[config.mk]
export PLATFORM = sky130hd
export DESIGN_NAME = simpleproc_mem_arbiter
export DESIGN_NICKNAME = d
export VERILOG_FILES = /design/src/rtl/simpleproc_mem_arbiter.sv
export SDC_FILE = /design/constraint.sdc
export NUM_CORES = 1
export LEC_CHECK = 0
export BUFFER_PORTS_ARGS = -buffer_cell sky130_fd_sc_hd__buf_4
export CAP_MARGIN = 20
export CORE_MARGIN = 8
export CORE_UTILIZATION = 30
export DETAILED_ROUTE_END_ITERATION = 8
export GPL_TIMING_DRIVEN = 0
export PLACE_DENSITY = 0.65
export SLEW_MARGIN = 10
export SYNTH_ARGS = -nofsm -noshare
export SYNTH_HDL_FRONTEND = slang
export SYNTH_SLANG_ARGS = --single-unit
[constraint.sdc]
create_clock -name clk -period 2.2 [get_ports clk]
set_input_delay 0.22 -clock clk [delete_from_list [all_inputs] [get_ports clk]]
set_output_delay 0.22 -clock clk [all_outputs]
set_load 0.03 [all_outputs]
[src/rtl/simpleproc_mem_arbiter.sv]
// simpleproc_mem_arbiter: round-robin arbiter sharing one single-port memory
// between the simpleproc core (port 0) and the loader/debug port (port 1).
// One access at a time: IDLE -> ISSUE -> WAIT -> DONE -> IDLE.
module simpleproc_mem_arbiter #(
    parameter int unsigned AW      = 8,
    parameter int unsigned DW      = 8,
    parameter int unsigned MEM_LAT = 1
) (
    input  logic          clk,
    input  logic          rst,
    input  logic          req0,
    input  logic          we0,
    input  logic [AW-1:0] addr0,
    input  logic [DW-1:0] wdata0,
    output logic [DW-1:0] rdata0,
    output logic          ack0,
    input  logic          req1,
    input  logic          we1,
    input  logic [AW-1:0] addr1,
    input  logic [DW-1:0] wdata1,
    output logic [DW-1:0] rdata1,
    output logic          ack1,
    output logic          mem_en,
    output logic          mem_we,
    output logic [AW-1:0] mem_addr,
    output logic [DW-1:0] mem_wdata,
    input  logic [DW-1:0] mem_rdata,
    output logic          busy,
    output logic          grant_id
);

    typedef enum logic [1:0] {IDLE, ISSUE, WAIT, DONE} state_t;

    // Counter preload: remaining WAIT cycles after ISSUE before read data is valid
    localparam logic [1:0] CNT_INIT = 2'(MEM_LAT - 1);

    state_t        state_q, state_d;
    logic          last_q;
    logic          gid_q;
    logic          we_q;
    logic [AW-1:0] addr_q;
    logic [DW-1:0] wdata_q;
    logic [DW-1:0] rdata0_q, rdata1_q;
    logic [1:0]    cnt_q;
    logic          any_req;
    logic          win;

    // Round-robin pick: a lone requester wins, a tie goes to the port not served last
    always_comb begin
        any_req = req0 | req1;
        if (req0 && req1) win = ~last_q;
        else              win = req1;
    end

    // State register
    always_ff @(posedge clk or posedge rst) begin
        if (rst) state_q <= IDLE;
        else     state_q <= state_d;
    end

    // Next-state logic; requests are only evaluated in IDLE
    always_comb begin
        state_d = state_q;
        case (state_q)
            IDLE:    if (any_req) state_d = ISSUE;
            ISSUE:   state_d = WAIT;
            WAIT:    if (cnt_q == '0) state_d = DONE;
            DONE:    state_d = IDLE;
            default: state_d = IDLE;
        endcase
    end

    // Command register, arbitration history, latency counter and read-data capture
    always_ff @(posedge clk or posedge rst) begin
        if (rst) begin
            last_q   <= 1'b1;
            gid_q    <= 1'b0;
            we_q     <= 1'b0;
            addr_q   <= '0;
            wdata_q  <= '0;
            rdata0_q <= '0;
            rdata1_q <= '0;
            cnt_q    <= '0;
        end else begin
            case (state_q)
                IDLE: begin
                    if (any_req) begin
                        gid_q   <= win;
                        last_q  <= win;
                        we_q    <= win ? we1 : we0;
                        addr_q  <= win ? addr1 : addr0;
                        wdata_q <= win ? wdata1 : wdata0;
                    end
                end
                ISSUE: cnt_q <= CNT_INIT;
                WAIT: begin
                    if (cnt_q != '0) begin
                        cnt_q <= cnt_q - 2'd1;
                    end else if (!we_q) begin
                        if (gid_q) rdata1_q <= mem_rdata;
                        else       rdata0_q <= mem_rdata;
                    end
                end
                default: ;
            endcase
        end
    end

    // Outputs decoded purely from registered state
    always_comb begin
        mem_en    = (state_q == ISSUE);
        busy      = (state_q != IDLE);
        ack0      = (state_q == DONE) && !gid_q;
        ack1      = (state_q == DONE) && gid_q;
        mem_we    = we_q;
        mem_addr  = addr_q;
        mem_wdata = wdata_q;
        rdata0    = rdata0_q;
        rdata1    = rdata1_q;
        grant_id  = gid_q;
    end

endmodule

Word-level counts from Yosys, hierarchy flattened
Cells that the tools add are included.

word-level totals
  register bits = 39
  input port bits = 46
  output and inout bits = 38
  word-level logic and storage cells = 44

cells by class
  add/subtract/negate cells = 1
  equality and inequality tests = 6
  muxes and demuxes = 9
  bitwise operators = 5
  reductions and logical operators = 14

operator list
  kind                                                                count
  8-bit 2-to-1 mux                                                    2
  2-bit one-hot mux with 4 select lines                               1
  4-bit AND reduction                                                 2
  2-bit 2-to-1 mux                                                    3
  2-bit inequality test, second input constant                        3
  2-bit AND reduction                                                 3
  2-bit nonzero test                                                  3
  2-bit == test, second input constant                                2
  2-bit zero test                                                     2
  1-bit inverter                                                      4
  2-bit one-hot mux with 2 select lines                               1
  1-bit logical AND                                                   3
  2-bit by 1-bit == test with 1-bit output, second input constant     1
  1-bit 2-to-1 mux                                                    2
  2-bit by 1-bit subtractor with 2-bit output, second input constant  1
  1-bit zero test                                                     1
  1-bit OR                                                            1

Logic depth before layout (Yosys ltp)
  depth after elaboration = 3
  mapped depth = 7
  gate-level depth less buffers = 5

Least setup slack after synthesis
Ideal clock, no wire load.

  path type = flip-flop to flip-flop
  start = reg state_q[0]
  end = reg rdata0_q[0] (netlist: rdata0[0])
  setup time = 0.125 ns
  data arrival time = 1.433 ns
  data required time = 2.075 ns
  slack = 0.642 ns
  stages on the path, launching flop included = 6
  path buffers = 0
  clock period less this slack = 1.558 ns
  cell sequence = dfrtp_1 inv_1 ha_1 nand2_1 nor3_4 mux2_2

on the way
  cells in the longest elaborated chain, start to end = 2

RTL lines
  item                           line  text
  start, declared                37    state_t state_q, state_d;
  start signal, assigned         58    else state_q <= state_d;
  2-bit == test                  85    case (state_q)
  4-bit AND reduction (no line)  --
  end signal, assigned           101   else rdata0_q <= mem_rdata;
  end, declared                  43    logic [DW-1:0] rdata0_q, rdata1_q;

Every way passes these cells.
A chain may end at the register's enable or synchronous reset.

Worst setup path in the final report
  start = reg state_q[0]
  end = reg rdata0_q[2] (netlist: rdata0[2])

The elaborated chain is that of the path after synthesis.

==> impl_results.md <==
- Final worst path period share: 79.8%
- Hold WC Path Type: primary input to flop
- Maximum number of pins on one net before global-route repair: 23
- Synthesized area: 1860 um^2
- Starting Density: 31.2%
- Ports placed on the boundary: 84
- Leading cell type in the layout, fill and taps excluded: buf_4
- Share of the core filled with cells in the final layout: 45.8%
- Post-CTS Setup Bufs: 0
- Number of H-tree branching levels: 2
- Startpoint class of the critical path: flop
- Clk sinks: 39
- Post-synthesis cell type with the largest combined area: dfrtp_1
- Placer Congestion: 0.712
- Clock root cell: clkbuf_8
- Overall Global Routing Usage: 11.2%
- Final hold violation count: 0
- Post-route worst hold slack: 0.139 ns
- CTS tree: built
- Warnings, synthesis: 0
- Longest Clk Path Bufs: 2
- Share of Yosys cell area claimed by the top area cell type: 51.2%
- Count of max-cap constraint violations: 0
- Clock network latency to the later pin of the worst-skew pair: 0.29 ns
- Worst max-slew margin expressed relative to the limit: 68.2%
- Uppermost metal layer occupied by signal nets: met4
- Total wire length after detailed routing: 4.90 mm
- Run status: completed
- Number of nets with antenna violations after detailed routing: 0
- Number of iterations in the first detailed-routing pass: 4
- R2R setup slack: 0.44 ns
- Detail Route met3 WL: 517 um
- Reg clk slew, reported paths: 0.08 ns
- Unrepaired setup endpoints after global routing: false
- Highest Clock Rate: 0.570 GHz
- Kind of critical path: flop to flop
- DR DRC count: 0
- Syn_nets: 219
- Overflow left after global routing: 0
- Vias in the first global route: 1639
- Die boundary width: 94.7 um
- Routed metal-1 wirelength: 1.94 mm
- Total negative setup slack: 0 ns
- Cell count after synthesis: 166
- First-pass GRT wire length: 7.88 mm
- Area of the core: 5960 um^2
- Commonest cells after routing, fill and taps aside: buf_4 (83), dfrtp_1 (38), a21oi_1 (26), nand2_1 (20), mux2_2 (18)
- Largest voltage drop on the vdd net: 0.717 mV
- Area of all placed cells without fillers: 2730 um^2
- Number of antenna violations at the first check in global routing: 0
- Y dimension of the die: 94.7 um
- Critical path capture point type: flop
- Share of final-layout standard cells stronger than drive strength 1: 51.2%
- Endpoints failing setup: 0
- Transition time at the pin with the least slew margin: 0.478 ns
- Number of buffer cells added on primary ports: 82
- Worst endpoint required time: 2.37 ns
- Worst-case clock skew: 0.0106 ns
- Post-synthesis cell type count: 26
- # rows: 28
- Num CTS Buffers: 5
- Peak fanout along the critical path: 8
- Antenna diode instance count: 0
- Clock period minus final worst setup slack: 1.76 ns
- Area enclosed by the die boundary: 8960 um^2
- #FFs+latches synth: 39
- Detailed router's first-iteration violation count: 14
- Final nets: 310
- Sequential cell area fraction in the yosys report: 52.6%
- Total power divided by cell area: 1610 nW/um^2
- Synth area leaders: dfrtp_1 (51%), mux2_2 (11%), a21oi_1 (7.0%), a21oi_2 (4.7%), ha_1 (4.7%)
- Mean number of vias per cell: 4.52
- Detail Route met2 WL: 2.40 mm
- Final max-slew violation count: 0
- Total half-perimeter wirelength after legalization and detailed placement: 3.82 mm
- Worst endpoint data arrival time: 1.92 ns
- Layout overhead on the synthesized area: 47.0%
- Count of vias placed by the detailed router: 1506
- Average wire per standard cell: 14.7 um
- Placed standard-cell area: 2590 um^2
- Syn Area/Cell: 11.2 um^2
- LEAKAGE: 1.32 nW
sequential cells by signal (all words and copies together), names as in the netlist:
signal and flops:
cnt_q 2, grant_id 1, last_q 1, mem_addr 8
mem_wdata 8, mem_we 1, rdata0 8, rdata1 8
state_q 2
area by class of cell:
| class | instances | area, um^2 |
|---|---|---|
| inverter | 7 | 26.3 |
| sequential | 39 | 977 |
| fill | 606 | 3230 |
| multi-input combinational | 113 | 791 |
| buffer | 7 | 62.6 |
| clock inverter | 2 | 60.1 |
| timing repair buffer | 84 | 646 |
| clock buffer | 6 | 72.6 |
| tap | 75 | 93.8 |
cell usage after synthesis:
cell,number
inv_1,7
mux2_2,18
a21boi_4,1
nand2b_1,1
a21bo_2,1
nand2_1,20
o21ai_1,1
dfrtp_1,38
o21a_1,1
nor3b_1,1
buf_4,1
nand4b_2,1
o32a_1,1
nor2_1,17
a21oi_1,26
nor3_4,1
o21ai_2,1
buf_6,4
dfstp_2,1
mux2i_1,2
ha_1,7
nor2b_1,1
a21oi_2,10
a31oi_1,1
and2_1,1
buf_2,2
power breakdown:
part	switching, mW	internal, mW
clock network	0.248	0.453
logic	1.40	0.982
registers	0.229	1.09
cell families (layout without fill, tap and decap cells):
family                     after synthesis  count (layout)  synth area share (%)
AOI/OAI and AO/OA                       43              43                  15.3
and+or+nand+nor                         43              43                  10.6
DFF                                     39              39                  52.6
muxes                                   20              20                  12.0
buffers and inverters                   14             106                  4.78
adders and majority gates                7               7                  4.72
metrics by stage:
stage          setup slack [ns]  total power, mW  cells
6_report                  0.445             4.40    333
5_1_grt                   0.296             4.70    333
4_1_cts                   0.397             4.47    333
3_5_place_dp              0.432             3.76    324
3_3_place_gp              0.455             3.71    323
2_1_floorplan             0.642             2.88    166
path summary, 6_finish.rpt:
check,start,endpoint,depth (start not counted)
max,state_q[0],rdata0[2],5
min,req0,last_q,2
max reg2reg,state_q[0],rdata0[2],5
min reg2reg,rdata1[1],rdata1[1],1
max in group asynchronous,rst,last_q,4
min in group asynchronous,rst,rdata0[3],3
repair_timing:
| action | CTS | global route |
|---|---|---|
| endpoints found under the hold margin | 17 | 0 |
| hold buffers | 1 | 0 |
| resized for setup | 0 | 0 |
worst max-delay path: stages, from the launching register on:
cell	delay, ns
dfrtp_1	0.42
inv_1	0.14
ha_1	0.23
nand2_1	0.10
nor3_4	0.35
mux2_2	0.39
routing by layer:
layer	GRT usage [%]	vias to the layer above
li1	-	742
met5	0	-
met2	18.7	54
met4	2.73	0
met3	5.48	7
met1	12.4	703
Note: power is estimated with default switching activity, not from simulation.
